--- src/rtl/dht_pkg.sv ---
// Shared types and constants for the single-wire humidity/temperature sensor sequencer.
package dht_pkg;

  typedef enum logic [3:0] {
    IDLE,
    START_LOW,
    RELEASE,
    RESP_LOW,
    RESP_HIGH,
    BIT_LOW,
    BIT_HIGH,
    CHECK,
    FINISH
  } state_t;

  localparam logic [1:0] ERR_NONE     = 2'd0;
  localparam logic [1:0] ERR_NO_RESP  = 2'd1;
  localparam logic [1:0] ERR_BIT_TO   = 2'd2;
  localparam logic [1:0] ERR_CHECKSUM = 2'd3;

  localparam int unsigned NUM_BITS = 40;

  typedef struct packed {
    logic [7:0] hum_int;
    logic [7:0] hum_dec;
    logic [7:0] temp_int;
    logic [7:0] temp_dec;
  } reading_t;

  // Frame layout, MSB first: hum_int, hum_dec, temp_int, temp_dec, checksum.
  function automatic reading_t frame_fields(input logic [39:0] frame);
    return reading_t'(frame[39:8]);
  endfunction

  function automatic logic checksum_ok(input logic [39:0] frame);
    logic [7:0] sum;
    sum = frame[39:32] + frame[31:24] + frame[23:16] + frame[15:8];
    return sum == frame[7:0];
  endfunction

endpackage

--- src/rtl/us_tick_gen.sv ---
// Divides the system clock down to a one-cycle pulse every microsecond.
module us_tick_gen #(
  parameter int unsigned CLK_FREQ_HZ = 50_000_000
) (
  input  logic clock,
  input  logic reset_n,
  output logic tick
);

  localparam int unsigned DIV = (CLK_FREQ_HZ / 1_000_000 < 1) ? 1 : CLK_FREQ_HZ / 1_000_000;
  localparam int unsigned CW  = (DIV > 1) ? $clog2(DIV) : 1;

  logic [CW-1:0] div_cnt;

  // NOTE: sequential state is assigned with <= so every flop samples pre-edge values.
  always_ff @(posedge clock or negedge reset_n) begin
    if (!reset_n) begin
      div_cnt <= '0;
      tick    <= 1'b0;
    end else if (div_cnt == CW'(DIV - 1)) begin
      div_cnt <= '0;
      tick    <= 1'b1;
    end else begin
      div_cnt <= div_cnt + CW'(1);
      tick    <= 1'b0;
    end
  end

endmodule

--- src/rtl/dht_controller.sv ---
// Single-wire humidity/temperature sensor sequencer: start pulse, preamble check, 40-bit decode.
// Define DHT_CHECKSUM_EN to reject frames whose checksum byte does not match.
module dht_controller
  import dht_pkg::*;
#(
  parameter int unsigned CLK_FREQ_HZ   = 50_000_000,
  parameter int unsigned START_LOW_US  = 18000,
  parameter int unsigned BIT_THRESH_US = 40,
  parameter int unsigned TIMEOUT_US    = 255
) (
  input  logic       clock,
  input  logic       reset_n,
  input  logic       start,
  input  logic       read,
  output logic       dir,
  output logic       send,
  output logic       busy,
  output logic       done,
  output logic       error,
  output logic [1:0] err_code,
  output logic [7:0] hum_int,
  output logic [7:0] hum_dec,
  output logic [7:0] temp_int,
  output logic [7:0] temp_dec
);

  localparam logic [15:0] START_LAST   = 16'(START_LOW_US - 1);
  localparam logic [15:0] TIMEOUT_LAST = 16'(TIMEOUT_US - 1);
  localparam logic [15:0] THRESH       = 16'(BIT_THRESH_US);
  localparam logic [5:0]  LAST_BIT     = 6'(NUM_BITS - 1);

  state_t        state;
  state_t        state_nx;
  logic          tick;
  logic [15:0]   us_cnt;
  logic [5:0]    bit_cnt;
  logic [39:0]   shift_q;
  reading_t      reading;
  logic          read_meta;
  logic          read_sync;
  logic          read_prev;
  logic          rise;
  logic          fall;
  logic          timeout;

  us_tick_gen #(
    .CLK_FREQ_HZ(CLK_FREQ_HZ)
  ) u_tick (
    .clock  (clock),
    .reset_n(reset_n),
    .tick   (tick)
  );

  // The idle line is pulled up, so the synchronizer resets to 1 to avoid a false fall.
  always_ff @(posedge clock or negedge reset_n) begin
    if (!reset_n) begin
      read_meta <= 1'b1;
      read_sync <= 1'b1;
      read_prev <= 1'b1;
    end else begin
      read_meta <= read;
      read_sync <= read_meta;
      read_prev <= read_sync;
    end
  end

  assign rise    = read_sync & ~read_prev;
  assign fall    = ~read_sync & read_prev;
  assign timeout = tick && (us_cnt >= TIMEOUT_LAST);

  // NOTE: state_nx gets a default before the case so no path leaves it unassigned (no latch).
  always_comb begin
    state_nx = state;
    case (state)
      IDLE:      if (start) state_nx = START_LOW;
      START_LOW: if (tick && us_cnt >= START_LAST) state_nx = RELEASE;
      RELEASE:   if (timeout) state_nx = FINISH; else if (fall) state_nx = RESP_LOW;
      RESP_LOW:  if (timeout) state_nx = FINISH; else if (rise) state_nx = RESP_HIGH;
      RESP_HIGH: if (timeout) state_nx = FINISH; else if (fall) state_nx = BIT_LOW;
      BIT_LOW:   if (timeout) state_nx = FINISH; else if (rise) state_nx = BIT_HIGH;
      BIT_HIGH: begin
        if (timeout)    state_nx = FINISH;
        else if (fall)  state_nx = (bit_cnt == LAST_BIT) ? CHECK : BIT_LOW;
      end
      CHECK:     state_nx = FINISH;
      FINISH:    state_nx = IDLE;
      default:   state_nx = IDLE;
    endcase
  end

  always_ff @(posedge clock or negedge reset_n) begin
    if (!reset_n) begin
      state <= IDLE;
    end else begin
      state <= state_nx;
    end
  end

  // Every state entry restarts the microsecond count; it saturates rather than wraps.
  always_ff @(posedge clock or negedge reset_n) begin
    if (!reset_n) begin
      us_cnt <= '0;
    end else if (state_nx != state) begin
      us_cnt <= '0;
    end else if (tick && us_cnt != 16'hFFFF) begin
      us_cnt <= us_cnt + 16'd1;
    end
  end

  always_ff @(posedge clock or negedge reset_n) begin
    if (!reset_n) begin
      bit_cnt  <= '0;
      shift_q  <= '0;
      error    <= 1'b0;
      err_code <= ERR_NONE;
      reading  <= '0;
    end else begin
      case (state)
        IDLE: begin
          if (start) begin
            error    <= 1'b0;
            err_code <= ERR_NONE;
            bit_cnt  <= '0;
          end
        end
        RELEASE, RESP_LOW, RESP_HIGH: begin
          if (timeout) begin
            error    <= 1'b1;
            err_code <= ERR_NO_RESP;
          end
        end
        BIT_LOW: begin
          if (timeout) begin
            error    <= 1'b1;
            err_code <= ERR_BIT_TO;
          end
        end
        BIT_HIGH: begin
          if (timeout) begin
            error    <= 1'b1;
            err_code <= ERR_BIT_TO;
          end else if (fall) begin
            shift_q <= {shift_q[38:0], (us_cnt > THRESH)};
            bit_cnt <= bit_cnt + 6'd1;
          end
        end
        CHECK: begin
`ifdef DHT_CHECKSUM_EN
          if (checksum_ok(shift_q)) begin
            reading <= frame_fields(shift_q);
          end else begin
            error    <= 1'b1;
            err_code <= ERR_CHECKSUM;
          end
`else
          reading <= frame_fields(shift_q);
`endif
        end
        default: ;
      endcase
    end
  end

  // Decoded straight from the async-reset state so reset releases the line without a clock.
  assign dir  = (state == START_LOW);
  assign send = 1'b0;
  assign busy = (state != IDLE);
  assign done = (state == FINISH);

  assign hum_int  = reading.hum_int;
  assign hum_dec  = reading.hum_dec;
  assign temp_int = reading.temp_int;
  assign temp_dec = reading.temp_dec;

endmodule

--- config.mk ---
export PLATFORM = sky130hd
export DESIGN_NAME = dht_controller
export DESIGN_NICKNAME = d
export VERILOG_FILES = /design/src/rtl/dht_pkg.sv /design/src/rtl/us_tick_gen.sv /design/src/rtl/dht_controller.sv
export SDC_FILE = /design/constraint.sdc
export NUM_CORES = 1
export LEC_CHECK = 0
export CORE_ASPECT_RATIO = 1.2
export CORE_MARGIN = 4
export CORE_UTILIZATION = 57
export DETAILED_ROUTE_END_ITERATION = 8
export GPL_TIMING_DRIVEN = 0
export HOLD_SLACK_MARGIN = 0.06
export PLACE_DENSITY = 0.83
export SYNTH_ARGS = -nofsm -noshare
export SYNTH_HDL_FRONTEND = slang
export SYNTH_SLANG_ARGS = --single-unit
--- constraint.sdc ---
create_clock -name clock -period 2.8 [get_ports clock]
set_input_delay 0.7 -clock clock [delete_from_list [all_inputs] [get_ports clock]]
set_output_delay 0.7 -clock clock [all_outputs]
set_load 0.01 [all_outputs]
==> results of run 1 <==
==> report_power, final <==
part | internal [W] | switching (W) | total (W) | leakage (nW)
clock | 0.000361 | 0.000591 | 0.000952 | 0.102
combinational | 0.0000107 | 0.0000331 | 0.0000438 | 1.08
sequential | 0.00161 | 0.00000220 | 0.00161 | 1.49
==> cell usage in the layout (no fill, tap or decap), drive strengths merged, types with 12 or more instances in the layout <==
cell,synthesis,routed
dfrtp,108,108
mux2,72,72
clkdlybuf4s50,0,39
nor2,23,23
clkbuf,14,22
nor4,21,21
nand2,18,18
nand3,17,17
buf,11,14
xnor2,12,12
inv,5,12
==> logic make-up (layout without fill, tap and decap cells) <==
| group | after synthesis | count (layout) | share of synthesized area |
|---|---|---|---|
| XOR/XNOR | 23 | 23 | 0.0405 |
| AND/OR/NAND/NOR | 115 | 115 | 0.141 |
| flip-flops | 111 | 111 | 0.560 |
| other | 1 | 1 | 0.000755 |
| AO/OA/AOI/OAI | 31 | 31 | 0.0443 |
| adder cells (fa/ha/maj) | 5 | 5 | 0.0126 |
| buffers and inverters | 30 | 88 | 0.0307 |
| multiplexers | 75 | 75 | 0.170 |
==> worst paths after layout <==
check,to,slack (ns),cells past startpoint
min reg2reg,read_sync$_DFF_PN1_,0.36,0
max,busy,0.15,4
max in group asynchronous,read_prev$_DFF_PN1_,1.76,2
max reg2reg,shift_q[37]$_DFFE_PN0P_,0.19,8
min in group clock,read_sync$_DFF_PN1_,0.36,0
min,hum_int[3]$_DFFE_PN0N_,0.29,1
==> metal layers <==
| metal | up-vias | track usage |
|---|---|---|
| li1 | 1499 | - |
| met2 | 79 | 0.310 |
| met5 | - | 0 |
| met4 | 0 | 0.0796 |
| met1 | 1598 | 0.241 |
| met3 | 17 | 0.0251 |
==> final cells by class <==
cell class,instances,share of cell area
well taps,117,0.0253
flip-flops and latches,111,0.480
clock buffers,9,0.0214
clock inverters,7,0.0127
inverters,5,0.00324
plain buffers,25,0.0240
repair buffers,42,0.0755
multi-input cells,250,0.358
==> state kept, by name, indices dropped and copies added, names as in the netlist <==
name / cells
u_tick.tick: 1
read_meta: 1
state: 4
err_code: 2
u_tick.div_cnt: 6
us_cnt: 16
temp_int: 8
temp_dec: 8
read_prev: 1
error: 1
hum_int: 8
bit_cnt: 6
read_sync: 1
shift_q: 40
hum_dec: 8
==> what timing repair did <==
| item | 4_1_cts | 5_1_grt |
|---|---|---|
| resized for setup | 4 | 8 |
| gates cloned | 0 | 0 |
| setup endpoints to repair | 2 | 19 |
==> worst reg2reg max path, cell delays in order, from the launching register on <==
cell	delay (ns)
dfrtp_1	0.40
inv_1	0.09
ha_1	0.20
o211ai_1	0.26
o211ai_2	0.22
a2111oi_4	0.47
buf_2	0.31
buf_6	0.20
mux2_1	0.34
==> stage by stage <==
step	utilization	hold WS, ns	cells	worst slack [ns]
6_report	0.677	0.290	566	0.147
3_3_place_gp	0.645	0.351	549	-3.00
2_1_floorplan	-	0.345	391	0.556
4_1_cts	0.672	0.300	566	-0.0112
5_1_grt	0.677	0.329	566	0.0313
3_5_place_dp	0.648	0.347	550	0.139
==> impl_metrics.py, run 1 <==
metrics = {
    "synth": {
        "syn_inst": 391,
        "yosysWarnings": 0,
        "yosysSeqAreaShare": 0.560,
        "async_flop_share": 1.00,
        "synth_edf_count": 0,
        "synth_common_cells": "108 x dfrtp_1, 58 x mux2_2, 22 x nor2_1, 18 x nand2_1, 17 x nand3_1",
        "synth_most_common_cell": "dfrtp_1",
        "synth_area_leader_cell": "dfrtp_1",
        "synth.area.top_cells": "dfrtp_1 54%, mux2_2 13%, mux2_1 3.2%",
        "synth_cell_types": 53,
        "synth_nets": 400,
        "syn_area_per_cell_um2": 12.7,
        "synth_area_um2": 4970,
        "netlist.area_leader.share": 0.544,
        "synth-seq-cells": 111,
        "synthFlopType": "dfrtp_1",
    },
    "drt": {
        "dr.max_layer_used": "met4",
        "wl_per_cell_um": 15.7,
        "totalWireLength_mm": 8.88,
        "drc": 0,
        "met3_length_um": 350,
        "first_pass_iters": 4,
        "ant_nets": 0,
        "met2_length_mm": 4.63,
        "drtIter0Drc": 142,
        "drt-vias-per-instance": 5.64,
        "vias": 3193,
        "met1_length_mm": 3.70,
    },
    "worst_setup_path": {
        "critPathLaunch": "state[1]$_DFF_PN0_",
        "path_delay_family": "buffers and inverters",
        "path_class": "flop to primary output",
        "path_max_fanout": 8,
        "cp-start-kind": "flop",
        "cp.arrival_ns": 1.95,
        "worstPathBufferInverterCount": 3,
        "critPathMaxStageDelay_ns": 0.50,
        "required_ns": 2.10,
        "r2r_start": "us_cnt[0]$_DFFE_PN0P_",
        "cp_slowest_cell": "clkdlybuf4s50_1",
        "path_cells": "clkbuf_1 -> nor4_2 -> inv_1 -> clkdlybuf4s50_1",
        "endpoint_kind": "primary output",
    },
    "clocking": {
        "cts_buffers": 9,
        "cts_setup_buffers": 0,
        "clk_latency_ns": 0.38,
        "cts_root_buffer": "clkbuf_8",
        "clk_pin_slew_ns": 0.10,
        "cts_max_level": 3,
        "cts_tree": "yes",
        "holdBufCountCts": 0,
        "cts.path.max_buffers": 2,
        "cts_sinks": 111,
    },
    "die": {
        "io_pins": 43,
        "die_w_um": 93.2,
        "fp.coreArea_um2": 8560,
        "rows": 37,
        "dieArea_um2": 10300,
        "start_util": 0.580,
        "fp.dieH_um": 110,
    },
    "timing": {
        "finClkSkew_ns": 0.0111,
        "hold_violations": 0,
        "finalCritPeriodShare": 0.948,
        "rsz0062_at_grt": "false",
        "drv_slew": 0,
        "worstMarginPinSlew_ns": 0.657,
        "fmax_ghz": 0.377,
        "slew_headroom": 0.562,
        "tns_ns": 0,
        "fin_crit_ns": 2.65,
        "setup_violations": 0,
    },
    "power": {
        "p_leak_nw": 2.67,
        "p_per_area_nw_per_um2": 449,
        "peakVddDrop_mv": 0.222,
        "power_w": 0.00260,
    },
    "final_layout": {
        "layout.area.seq_um2": 2780,
        "fin_area_um2": 5800,
        "final_nets": 453,
        "n_antenna_cell": 0,
        "drive_above_1_share": 0.263,
        "multi_input_area_um2": 2080,
        "fillCellCount": 622,
        "syn_to_final_growth_pct": 16.6,
    },
    "global_routing": {
        "antenna_found_initial": 0,
        "grt_pass1_vias": 3161,
        "gr-total-overflow": 0,
        "grt_use_total": 0.184,
        "grt_max_degree": 74,
        "grt_pass1_wl_mm": 15.1,
    },
    "placement": {
        "post-dp-hpwl_mm": 6.38,
        "gp_congestion": 0.895,
        "numPortBuffers": 41,
        "placed_area_um2": 5550,
    },
    "min_path": {
        "hp-class": "input port to async pin",
    },
    "run": {
        "drv_cap": 0,
    },
    "run_status": {
        "status": "complete, no violations",
    },
}
Note: power is estimated with default switching activity, not from simulation.
==> run 2: changes to the inputs <==
--- a/config.mk
+++ b/config.mk
@@ -5,9 +5,11 @@
 export SDC_FILE = /design/constraint.sdc
 export NUM_CORES = 1
 export LEC_CHECK = 0
+export CELL_PAD_IN_SITES_DETAIL_PLACEMENT = 2
+export CELL_PAD_IN_SITES_GLOBAL_PLACEMENT = 2
 export CORE_ASPECT_RATIO = 1.2
 export CORE_MARGIN = 4
-export CORE_UTILIZATION = 57
+export CORE_UTILIZATION = 40
 export DETAILED_ROUTE_END_ITERATION = 8
 export GPL_TIMING_DRIVEN = 0
 export HOLD_SLACK_MARGIN = 0.06
==> impl_metrics.py, run 2 (same netlist as run 1, synthesis figures left out) <==
metrics = {
    "die": {
        "rows": 44,
        "die_w_um": 110,
        "start_util": 0.410,
        "io_pins": 43,
        "dieArea_um2": 14300,
        "fp.coreArea_um2": 12100,
        "fp.dieH_um": 130,
    },
    "worst_setup_path": {
        "path_class": "flop to flop",
        "endpoint_kind": "flop",
        "path_max_fanout": 10,
        "r2r_cells": 8,
        "path_cells": "clkbuf_1 -> nand4_1 -> o211ai_2 -> nand2_1 -> a22oi_2 -> mux2i_4 -> buf_6 -> nor4_2",
        "reg2reg_setup_slack_ns": 0.09,
        "r2r_start": "us_cnt[5]$_DFFE_PN0P_",
        "cp-start-kind": "flop",
        "critPathMaxStageDelay_ns": 0.43,
        "r2r-end": "us_cnt[4]$_DFFE_PN0P_",
        "cp_slowest_cell": "mux2i_4",
        "cp.arrival_ns": 2.91,
        "required_ns": 3.00,
    },
    "clocking": {
        "clk_pin_slew_ns": 0.07,
        "cts_max_level": 3,
        "cts_setup_buffers": 0,
        "cts_root_buffer": "clkbuf_16",
        "cts.path.max_buffers": 2,
        "cts_buffers": 9,
        "holdBufCountCts": 0,
        "clk_latency_ns": 0.35,
        "cts_sinks": 111,
        "cts_tree": "yes",
    },
    "placement": {
        "numPortBuffers": 41,
        "post-dp-hpwl_mm": 8.80,
        "place_inst": 594,
        "gp_congestion": 0.853,
    },
    "final_layout": {
        "most-common-layout-cells": "108 x dfrtp_1, 58 x mux2_2, 39 x clkdlybuf4s50_1",
        "layout.cells.non_filler": 610,
        "syn_to_final_growth_pct": 19.8,
        "fillCellCount": 1195,
        "reg.largest.list": "shift_q (40), us_cnt (16)",
        "n_antenna_cell": 0,
        "final_nets": 453,
        "largest_reg_flops": 40,
        "drive_above_1_share": 0.263,
        "post-route-util": 0.492,
        "layout.area.seq_um2": 2780,
        "final_common_cell": "dfrtp_1",
        "regMostFlops": "shift_q",
        "multi_input_area_um2": 2080,
    },
    "global_routing": {
        "grt_max_degree": 67,
        "grt_pass1_wl_mm": 20.7,
        "antenna_found_initial": 0,
        "grt_use_total": 0.192,
        "grt_pass1_vias": 3675,
        "gr-total-overflow": 0,
    },
    "timing": {
        "drv_slew": 0,
        "fmax_ghz": 0.370,
        "rsz0062_at_grt": "true",
        "finalCritPeriodShare": 0.966,
        "tns_ns": 0,
        "setup_violations": 0,
        "slew_headroom": 0.522,
        "finClkSkew_ns": 0.00803,
        "worstMarginPinSlew_ns": 0.717,
        "hold_violations": 0,
        "fin_crit_ns": 2.71,
    },
    "run": {
        "drv_cap": 0,
    },
    "drt": {
        "ant_nets": 0,
        "drt-vias-per-instance": 5.38,
        "vias": 3280,
        "wl_per_cell_um": 21.3,
        "drtIter0Drc": 110,
        "drc": 0,
        "totalWireLength_mm": 13.0,
        "first_pass_iters": 4,
    },
    "power": {
        "p_per_area_nw_per_um2": 490,
        "p_leak_nw": 2.69,
        "peakVddDrop_mv": 0.293,
    },
    "run_status": {
        "status": "complete, no violations",
    },
    "min_path": {
        "hp-class": "input port to async pin",
    },
}
## run 2: per-layer routing
layer	track usage	routed length [um]
met5	0	0
met4	0.0638	222
met3	0.0223	307
met2	0.367	7290
met1	0.221	5170
## run 2: timing repair
action	in CTS	in global routing
pin swaps	0	1
resized for setup	7	5
endpoints found under the setup margin	24	26
## run 2: worst max-delay path by stage
stage,start,end
after floorplan,us_cnt[15]$_DFFE_PN0P_,shift_q[1]$_DFFE_PN0P_
after CTS,us_cnt[0]$_DFFE_PN0P_,shift_q[34]$_DFFE_PN0P_
after detailed placement,us_cnt[0]$_DFFE_PN0P_,shift_q[34]$_DFFE_PN0P_
after global placement,reset_n,state[1]$_DFF_PN0_
final,us_cnt[5]$_DFFE_PN0P_,us_cnt[4]$_DFFE_PN0P_
after global routing,us_cnt[5]$_DFFE_PN0P_,us_cnt[14]$_DFFE_PN0P_
## run 2: power breakdown
part,switching (W),total (W),internal (W)
Sequential,0.00000277,0.00161,0.00161
Combinational,0.0000356,0.0000463,0.0000107
Clock,0.000604,0.00126,0.000660
## run 2: area by class of cell
type / instances / area share
buffer: 25 / 0.0237
tap: 161 / 0.0338
timing repair buffer: 42 / 0.0729
inverter: 5 / 0.00315
clock inverter: 5 / 0.00694
multi-input combinational: 250 / 0.350
clock buffer: 11 / 0.0425
sequential: 111 / 0.467
## run 2: per-stage QoR
stage          setup WS [ns]  total power, W  area (um2)  hold slack (ns)
3_5_place_dp          0.0275         0.00169        5610            0.347
4_1_cts               0.0742         0.00294        5920            0.362
3_3_place_gp           -3.19         0.00168        5580            0.352
5_1_grt              -0.0864         0.00303        5950            0.363
6_report              0.0939         0.00292        5950            0.357
2_1_floorplan          0.556         0.00164        4970            0.345
## run 2: critical path, delay by kind of cell (launching register included)
family	cells	cell delay (ns)
AOI/OAI and AO/OA	2	0.74
buffers and inverters	2	0.52
DFF	1	0.34
muxes	1	0.43
and+or+nand+nor	3	0.51
